### config.mk
export PLATFORM = sky130hd
export DESIGN_NAME = writeback_arbiter
export DESIGN_NICKNAME = d
export VERILOG_FILES = /design/src/rtl/writeback_arbiter.sv
export SDC_FILE = /design/constraint.sdc
export NUM_CORES = 1
export LEC_CHECK = 0
export CORE_ASPECT_RATIO = 1.25
export CORE_UTILIZATION = 47
export DETAILED_ROUTE_END_ITERATION = 6
export PLACE_DENSITY = 0.75
export SYNTH_ARGS = -nofsm -noshare
export SYNTH_HDL_FRONTEND = slang
export SYNTH_SLANG_ARGS = --single-unit
### constraint.sdc
create_clock -name clk -period 3.1 [get_ports clk]
set_input_delay 0.31 -clock clk [delete_from_list [all_inputs] [get_ports clk]]
set_output_delay 0.31 -clock clk [all_outputs]
set_load 0.02 [all_outputs]
### src/rtl/writeback_arbiter.sv
// Merges single-cycle ALU results and buffered load results onto one register file write port.
// ALU has priority; a starvation counter forces a load grant after a run of ALU grants.
module writeback_arbiter #(
    parameter int DATA_W       = 32,
    parameter int ADDR_W       = 5,
    parameter int FIFO_DEPTH   = 4,
    parameter int STARVE_LIMIT = 8
) (
    input  logic                            clk,
    input  logic                            rst,
    input  logic                            alu_valid,
    output logic                            alu_ready,
    input  logic [ADDR_W-1:0]               alu_rd,
    input  logic [DATA_W-1:0]               alu_data,
    input  logic                            mem_valid,
    output logic                            mem_ready,
    input  logic [ADDR_W-1:0]               mem_rd,
    input  logic [DATA_W-1:0]               mem_data,
    output logic                            writeEnable,
    output logic [ADDR_W-1:0]               writeAddr,
    output logic [DATA_W-1:0]               writeData,
    output logic [$clog2(FIFO_DEPTH):0]     pending
);

    localparam int PTR_W = $clog2(FIFO_DEPTH);
    localparam int CNT_W = PTR_W + 1;
    localparam int SC_W  = $clog2(STARVE_LIMIT + 1);
    localparam int ENT_W = ADDR_W + DATA_W;
    localparam logic [CNT_W-1:0] FULL_CNT  = CNT_W'(FIFO_DEPTH);
    localparam logic [SC_W-1:0]  LIMIT_CNT = SC_W'(STARVE_LIMIT);

    typedef enum logic [1:0] {
        GRANT_NONE,
        GRANT_ALU,
        GRANT_FIFO
    } grant_t;

    logic [ENT_W-1:0]  fifo_mem [FIFO_DEPTH];
    logic [PTR_W-1:0]  rd_ptr_reg, wr_ptr_reg;
    logic [CNT_W-1:0]  count_reg;
    logic [SC_W-1:0]   starve_reg;
    logic              force_reg;

    grant_t            grant;
    logic              fifo_nonempty;
    logic              push, pop;
    logic [ADDR_W-1:0] head_rd, grant_rd;
    logic [DATA_W-1:0] head_data, grant_data;
    logic [SC_W-1:0]   starve_next;

    assign fifo_nonempty = (count_reg != '0);
    assign {head_rd, head_data} = fifo_mem[rd_ptr_reg];
    assign starve_next = starve_reg + 1'b1;

    always_comb begin
        grant      = GRANT_NONE;
        grant_rd   = '0;
        grant_data = '0;
        if (force_reg && fifo_nonempty) begin
            grant = GRANT_FIFO;
        end else if (alu_valid) begin
            grant = GRANT_ALU;
        end else if (fifo_nonempty) begin
            grant = GRANT_FIFO;
        end
        if (grant == GRANT_FIFO) begin
            grant_rd   = head_rd;
            grant_data = head_data;
        end else if (grant == GRANT_ALU) begin
            grant_rd   = alu_rd;
            grant_data = alu_data;
        end
    end

    // A full FIFO refuses new loads this cycle even if it pops; space shows up next cycle.
    assign alu_ready = !rst && !(force_reg && fifo_nonempty);
    assign mem_ready = !rst && (count_reg < FULL_CNT);
    assign push      = mem_valid && mem_ready;
    assign pop       = (grant == GRANT_FIFO);
    assign pending   = count_reg;

    // Storage carries no reset; flushing the pointers discards any stale contents.
    always_ff @(posedge clk) begin
        if (push) begin
            fifo_mem[wr_ptr_reg] <= {mem_rd, mem_data};
        end
    end

    always_ff @(posedge clk or posedge rst) begin
        if (rst) begin
            rd_ptr_reg <= '0;
            wr_ptr_reg <= '0;
            count_reg  <= '0;
        end else begin
            if (push) begin
                wr_ptr_reg <= wr_ptr_reg + 1'b1;
            end
            if (pop) begin
                rd_ptr_reg <= rd_ptr_reg + 1'b1;
            end
            case ({push, pop})
                2'b10:   count_reg <= count_reg + 1'b1;
                2'b01:   count_reg <= count_reg - 1'b1;
                default: count_reg <= count_reg;
            endcase
        end
    end

    always_ff @(posedge clk or posedge rst) begin
        if (rst) begin
            starve_reg <= '0;
            force_reg  <= 1'b0;
        end else if (!fifo_nonempty || pop) begin
            starve_reg <= '0;
            force_reg  <= 1'b0;
        end else if (grant == GRANT_ALU) begin
            starve_reg <= starve_next;
            if (starve_next == LIMIT_CNT) begin
                force_reg <= 1'b1;
            end
        end
    end

    always_ff @(posedge clk or posedge rst) begin
        if (rst) begin
            writeEnable <= 1'b0;
            writeAddr   <= '0;
            writeData   <= '0;
        end else begin
            writeEnable <= (grant != GRANT_NONE) && (grant_rd != '0);
            if (grant != GRANT_NONE) begin
                writeAddr <= grant_rd;
                writeData <= grant_data;
            end
        end
    end

endmodule

==> results of run 1 <==
layout make-up:
cell class	count	area, sq um	area share [%]
Tap cell	216	270	2.72
Timing Repair Buffer	137	1320	13.3
Multi-Input combinational cell	221	2030	20.4
Sequential cell	198	5700	57.3
Inverter	7	26.3	0.264
Clock inverter	13	156	1.57
Clock buffer	19	443	4.45
worst paths after layout:
kind,from,endpoint,cells past startpoint
max in group asynchronous,rst,writeData[9],3
min,alu_valid,starve_reg[1],3
min reg2reg,writeAddr[0],writeAddr[0],2
max reg2reg,pending[0],writeEnable,6
max,pending[0],alu_ready,3
min in group asynchronous,rst,pending[1],2
cell families after synthesis:
kind of cell	Yosys count	share of synthesized area [%]
xor+xnor	9	1.00
mux	38	10.7
simple gates	59	4.31
buf+inv	32	1.96
fa+ha+maj	7	1.21
flops	198	72.4
compound gates	108	8.41
worst max-delay path, delay by kind of cell, from the launching register on:
family,cells,cell delay [ns]
AOI/OAI and AO/OA,1,0.26
buffers and inverters,1,0.62
DFF,1,0.45
and+or+nand+nor,1,0.71
power breakdown:
group | total (mW) | leakage [nW] | switching [mW] | internal [mW]
clock | 2.22 | 0.282 | 0.932 | 1.28
combinational | 2.60 | 1.25 | 1.30 | 1.29
sequential | 3.52 | 1.94 | 0.286 | 3.24
stage by stage:
step	instance area, sq um	worst slack, ns	std cells
2_1_floorplan	7870	0.756	451
3_3_place_gp	9350	0.788	779
3_5_place_dp	9350	0.696	779
4_1_cts	9950	0.299	811
5_1_grt	9950	0.243	811
6_report	9950	0.322	811
per-layer routing:
| metal | GRT usage [%] | vias up | wire length (microns) |
|---|---|---|---|
| li1 | - | 2034 | - |
| met1 | 25.4 | 2359 | 6620 |
| met2 | 37.2 | 172 | 9320 |
| met3 | 4.57 | 27 | 920 |
| met4 | 8.78 | 0 | 427 |
| met5 | 0 | - | 0 |
synth_stat cells, types with 2 or more instances:
library cell	n	area [sq um]
a21o_1	4	30.0
a21oi_1	33	165
a22o_1	4	35.0
a22oi_1	33	248
and2_1	33	206
and3_1	5	31.3
buf_2	6	30.0
buf_4	3	22.5
buf_6	2	22.5
clkbuf_1	14	52.6
dfrtp_1	50	1250
edfxtp_1	148	4440
ha_1	6	75.1
inv_1	7	26.3
mux4_2	37	833
nand2_1	8	30.0
nor2_1	7	26.3
o21ai_0	3	15.0
o21ai_1	30	150
xnor2_1	4	35.0
xor2_1	5	43.8
==> key figures, run 1 <==
Run status
  • Status: finished, final reports clean

Worst hold path
  • Hold crit path type: primary input to register

Synth
  • Mapped Area: 0.00787 sq mm
  • Most common flop cell mapped by yosys: edfxtp_1
  • EDFF count, synth: 148
  • Yosys cell types: 30
  • Async S/R FF share, synth: 25.3%
  • Post-synthesis sequential area ratio: 72.4%
  • Syn_nets: 536
  • Synthesized instance count: 451
  • Synth Register Bits: 198
  • Syn. warnings: 0
  • Mapped Avg Cell Area: 17.4 sq um

Die
  • Die width: 118 microns
  • Initial Util: 48.4%
  • FP Rows: 52
  • Chip height: 147 microns
  • Boundary pin count: 121
  • Die footprint: 0.0173 sq mm
  • Core area: 0.0163 sq mm

Setup path
  • Flop2flop setup slack: 0.66 ns
  • Setup CP Type: register to output port
  • CP cell instances: or3_1 -> a21oi_1 -> clkdlybuf4s50_1
  • CP required: 2.79 ns
  • Data arrival time of the worst path: 2.47 ns
  • Crit-path slowest cell: or3_1
  • CP Launch Type: register
  • Max Fanout on Critical Path: 20
  • CP peak stage delay: 0.71 ns
  • Worst Setup End Kind: output port

Finish
  • Most frequent cells in the layout: edfxtp_1, clkdlybuf4s50_1, dfrtp_1
  • Util after Layout: 61.2%
  • Top Registers: fifo_mem x148, writeData x32, writeAddr x5
  • Largest Register: fifo_mem
  • Antenna Cells: 0
  • Area Growth Syn to Fin: 26.4%
  • Number of flip-flops in the largest register: 148
  • Nets@finish: 667
  • Filler instances: 1200
  • Commonest non-fill, non-tap cell in the layout: edfxtp_1
  • Layout cells sized above 1: 16.0%

CTS
  • CTS tree: yes
  • Reg clk slew, reported paths: 0.07 ns
  • Root buf cell: clkbuf_16
  • Total CTS buffers: 17
  • Htree depth: 4
  • Maximum buffer depth of the clock tree: 2
  • Clk Latency, worst-skew pair: 0.43 ns
  • Cts repair resizes: 0
  • Clock sinks: 198
  • # hold bufs at CTS: 0
  • Post-CTS setup buffer count: 0

Timing
  • Rel. slew slack: 47.2%
  • Worst Hold Margin: 0.345 ns
  • Peak Freq: 360 MHz
  • Worst slew pin tran: 0.790 ns
  • Endpoints failing setup: 0
  • Fin. max-slew vios: 0
  • Final TNS setup: 0 ns
  • RSZ-0062 raised after global routing: false
  • Minimum clock period after layout: 2.78 ns
  • Final Hold Vio Count: 0
  • Final period util: 89.6%
  • Skew final: 0.00960 ns

GRT
  • Vias in the first global route: 4976
  • All-layer global routing usage: 21.2%
  • Grt ovf: 0
  • Largest net degree at the start of global routing: 35
  • First-pass GRT wire length: 27100 microns
  • Initial antenna violation count: 0

Power
  • Pwr Total: 8.34 mW
  • Peak VDD IR: 0.442 mV
  • Leakage Power: 3.48 nW
  • Power per standard cell area: 838 mW/mm^2

Routing
  • Detailed Route WL: 17300 microns
  • Post-DR vias/cell: 5.66
  • First DRT Iteration DRCs: 360
  • Antenna viol nets, final: 0
  • DRC Markers: 0
  • DR pass1 iterations: 5
  • Mean routed wirelength per cell: 21.3 microns
  • Via Count: 4592

Placement
  • GP Congestion: 0.744
  • Port Buffers: 120
  • HPWL Detailed: 11400 microns

Job
  • MaxCap Viol Count: 0
Power figures use the tool's default switching activity.
==> inputs of run 2 (changes only) <==
--- a/config.mk
+++ b/config.mk
@@ -6,8 +6,10 @@
 export NUM_CORES = 1
 export LEC_CHECK = 0
+export CELL_PAD_IN_SITES_DETAIL_PLACEMENT = 2
+export CELL_PAD_IN_SITES_GLOBAL_PLACEMENT = 2
 export CORE_ASPECT_RATIO = 1.25
-export CORE_UTILIZATION = 47
+export CORE_UTILIZATION = 42
 export DETAILED_ROUTE_END_ITERATION = 6
-export PLACE_DENSITY = 0.75
+export PLACE_DENSITY = 0.88
 export SYNTH_ARGS = -nofsm -noshare
 export SYNTH_HDL_FRONTEND = slang
==> constraint.sdc (replaced) <==
create_clock -name clk -period 3.1 [get_ports clk]
set_input_delay 0.775 -clock clk [delete_from_list [all_inputs] [get_ports clk]]
set_output_delay 0.775 -clock clk [all_outputs]
set_load 0.02 [all_outputs]
==> run 2 against run 1 <==
  * Hold slack better by 0.15 ns
  * Clock skew is 0.0018 ns higher
  * Sequential share of layout area is 0.58 points lower
  * Combinational power is 7% higher
  * Die area is 12% higher
  * Cell area is 1.0% higher
  * Via count is 2.4% higher
  * First-iteration DRC count is 24% lower
  * Critical path type is now primary input to output port
==> key figures, run 2 (synthesis results as in run 1) <==
Die
  • Initial Util: 43.1% (was 48.4%)
  • Die width: 124 microns (was 118 microns)
  • Core area: 0.0182 sq mm (was 0.0163 sq mm)
  • Chip height: 155 microns (was 147 microns)
  • Boundary pin count: 121 (unchanged)
  • Die footprint: 0.0193 sq mm (was 0.0173 sq mm)
  • FP Rows: 55 (was 52)

Setup path
  • Flop2flop setup slack: 0.50 ns (was 0.66 ns)
  • Data arrival time of the worst path: 2.22 ns (was 2.47 ns)
  • CP Launch Type: primary input (was register)
  • Setup CP Type: primary input to output port (was register to output port)
  • R2r startpoint: pending[0] (unchanged)
  • Reg2Reg Capture Point: writeData[2] (was writeEnable)
  • Worst Setup End Kind: output port (unchanged)
  • Max Fanout on Critical Path: 6 (was 20)
  • CP required: 2.32 ns (was 2.79 ns)
  • R2R depth: 6 (unchanged)

Power
  • Reg power frac: 40.6% (was 42.3%)
  • Leakage Power: 3.50 nW (was 3.48 nW)
  • Pwr Total: 8.74 mW (was 8.34 mW)
  • Psw: 2.73 mW (was 2.52 mW)
  • Peak VDD IR: 0.439 mV (was 0.442 mV)
  • Logic pwr share: 31.8% (was 31.2%)
  • Pint: 6.01 mW (was 5.81 mW)
  • Power per standard cell area: 870 mW/mm^2 (was 838 mW/mm^2)
  • Sw Share: 31.2% (was 30.3%)
  • Clock power frac: 27.6% (was 26.6%)

Routing
  • DRC Markers: 0 (unchanged)
  • DR pass1 iterations: 5 (unchanged)
  • Post-DR vias/cell: 5.74 (was 5.66)
  • Antenna viol nets, final: 0 (unchanged)
  • First DRT Iteration DRCs: 273 (was 360)
  • Detailed Route WL: 22300 microns (was 17300 microns)
  • Via Count: 4704 (was 4592)
  • Mean routed wirelength per cell: 27.2 microns (was 21.3 microns)

Placement
  • GP Congestion: 0.742 (was 0.744)
  • Setup WS pre-CTS: 0.132 ns (was 0.696 ns)
  • Cell Area, Placed: 0.00940 sq mm (was 0.00935 sq mm)
  • Port Buffers: 120 (unchanged)
  • HPWL Detailed: 13900 microns (was 11400 microns)
  • Placed Cells: 788 (was 779)

CTS
  • Maximum buffer depth of the clock tree: 2 (unchanged)
  • Post-CTS setup buffer count: 0 (unchanged)
  • Total CTS buffers: 17 (unchanged)
  • Root buf cell: clkbuf_16 (unchanged)
  • # hold bufs at CTS: 0 (unchanged)
  • Reg clk slew, reported paths: 0.07 ns (about the same)
  • Cts repair resizes: 0 (unchanged)
  • Clk Latency, worst-skew pair: 0.44 ns (was 0.43 ns)
  • CTS tree: yes (unchanged)
  • Htree depth: 4 (unchanged)
  • Clock sinks: 198 (unchanged)

Finish
  • Number of flip-flops in the largest register: 148 (unchanged)
  • Finished Layout Cells: 820 (was 811)
  • Filler instances: 1562 (was 1200)
  • Antenna Cells: 0 (unchanged)
  • Top Registers: fifo_mem x148, writeData x32, writeAddr x5 (unchanged)
  • Util after Layout: 55.1% (was 61.2%)
  • Most frequent cells in the layout: edfxtp_1, clkdlybuf4s50_1, dfrtp_1 (unchanged)
  • Nets@finish: 664 (was 667)
  • Largest Register: fifo_mem (unchanged)
  • Final instance area: 0.0101 sq mm (was 0.00995 sq mm)
  • Commonest non-fill, non-tap cell in the layout: edfxtp_1 (unchanged)
  • Area Growth Syn to Fin: 27.8% (was 26.4%)
  • Layout cells sized above 1: 15.5% (was 16.0%)

GRT
  • Initial antenna violation count: 0 (unchanged)
  • Grt ovf: 0 (unchanged)
  • First-pass GRT wire length: 34300 microns (was 27100 microns)
  • Vias in the first global route: 5376 (was 4976)
  • Largest net degree at the start of global routing: 38 (was 35)
  • All-layer global routing usage: 24.6% (was 21.2%)

Timing
  • Fin. max-slew vios: 0 (unchanged)
  • Worst Hold Margin: 0.495 ns (was 0.345 ns)
  • Peak Freq: 334 MHz (was 360 MHz)
  • Endpoints failing setup: 0 (unchanged)
  • Skew final: 0.0114 ns (was 0.00960 ns)
  • Final period util: 96.5% (was 89.6%)
  • PnR worst setup slack: 0.109 ns (was 0.322 ns)
  • Final Hold Vio Count: 0 (unchanged)
  • RSZ-0062 raised after global routing: false (unchanged)
  • Final TNS setup: 0 ns (unchanged)
  • Minimum clock period after layout: 2.99 ns (was 2.78 ns)
  • Worst slew pin tran: 0.800 ns (was 0.790 ns)
  • Rel. slew slack: 46.6% (was 47.2%)

Worst hold path
  • Hold Path Cell Cnt: 1 (was 3)
  • Hold path start: writeAddr[2] (was alu_valid)
  • Hold crit path type: register to register (was primary input to register)
  • Worst Hold Endpoint: writeAddr[2] (was starve_reg[1])

Job
  • MaxCap Viol Count: 0 (unchanged)

Run status
  • Status: finished, final reports clean (unchanged)
==> run 2: power groups by stage <==
stage | Clock (mW) | Sequential [mW] | Combinational (mW)
after floorplan | 0 | 3.68 | 1.55
after global placement | 0 | 3.54 | 2.59
after detailed placement | 0 | 3.60 | 2.78
after CTS | 2.45 | 3.55 | 2.83
after global routing | 2.53 | 3.59 | 3.00
final | 2.41 | 3.55 | 2.78
==> run 2: final cells by class <==
| class | count | area [sq um] | area share (%) |
|---|---|---|---|
| flip-flops and latches | 198 | 5700 | 56.7 |
| multi-input cells | 221 | 2030 | 20.2 |
| repair buffers | 134 | 1360 | 13.6 |
| clock buffers | 25 | 505 | 5.03 |
| well taps | 228 | 285 | 2.84 |
| clock inverters | 7 | 141 | 1.41 |
| inverters | 7 | 26.3 | 0.261 |
==> run 2: layer usage <==
layer	routed length, microns	up-vias	global-route usage (%)
li1	-	2025	-
met1	8940	2496	29.7
met2	12000	144	43.6
met3	714	39	3.99
met4	709	0	10.7
met5	0	-	0
==> run 2: worst max-delay path by stage <==
stage / from / end / cells after the start
2_1_floorplan: rst / fifo_mem[0][0] / 2
4_1_cts: rst / mem_ready / 3
3_3_place_gp: rst / mem_ready / 3
3_5_place_dp: rst / mem_ready / 3
5_1_grt: rst / mem_ready / 3
6_report: rst / mem_ready / 3
==> run 2: critical path, stage by stage <==
cell and delay [ns]:
clkdlybuf4s50_1 0.46, nor2_1 0.30, clkdlybuf4s50_1 0.68
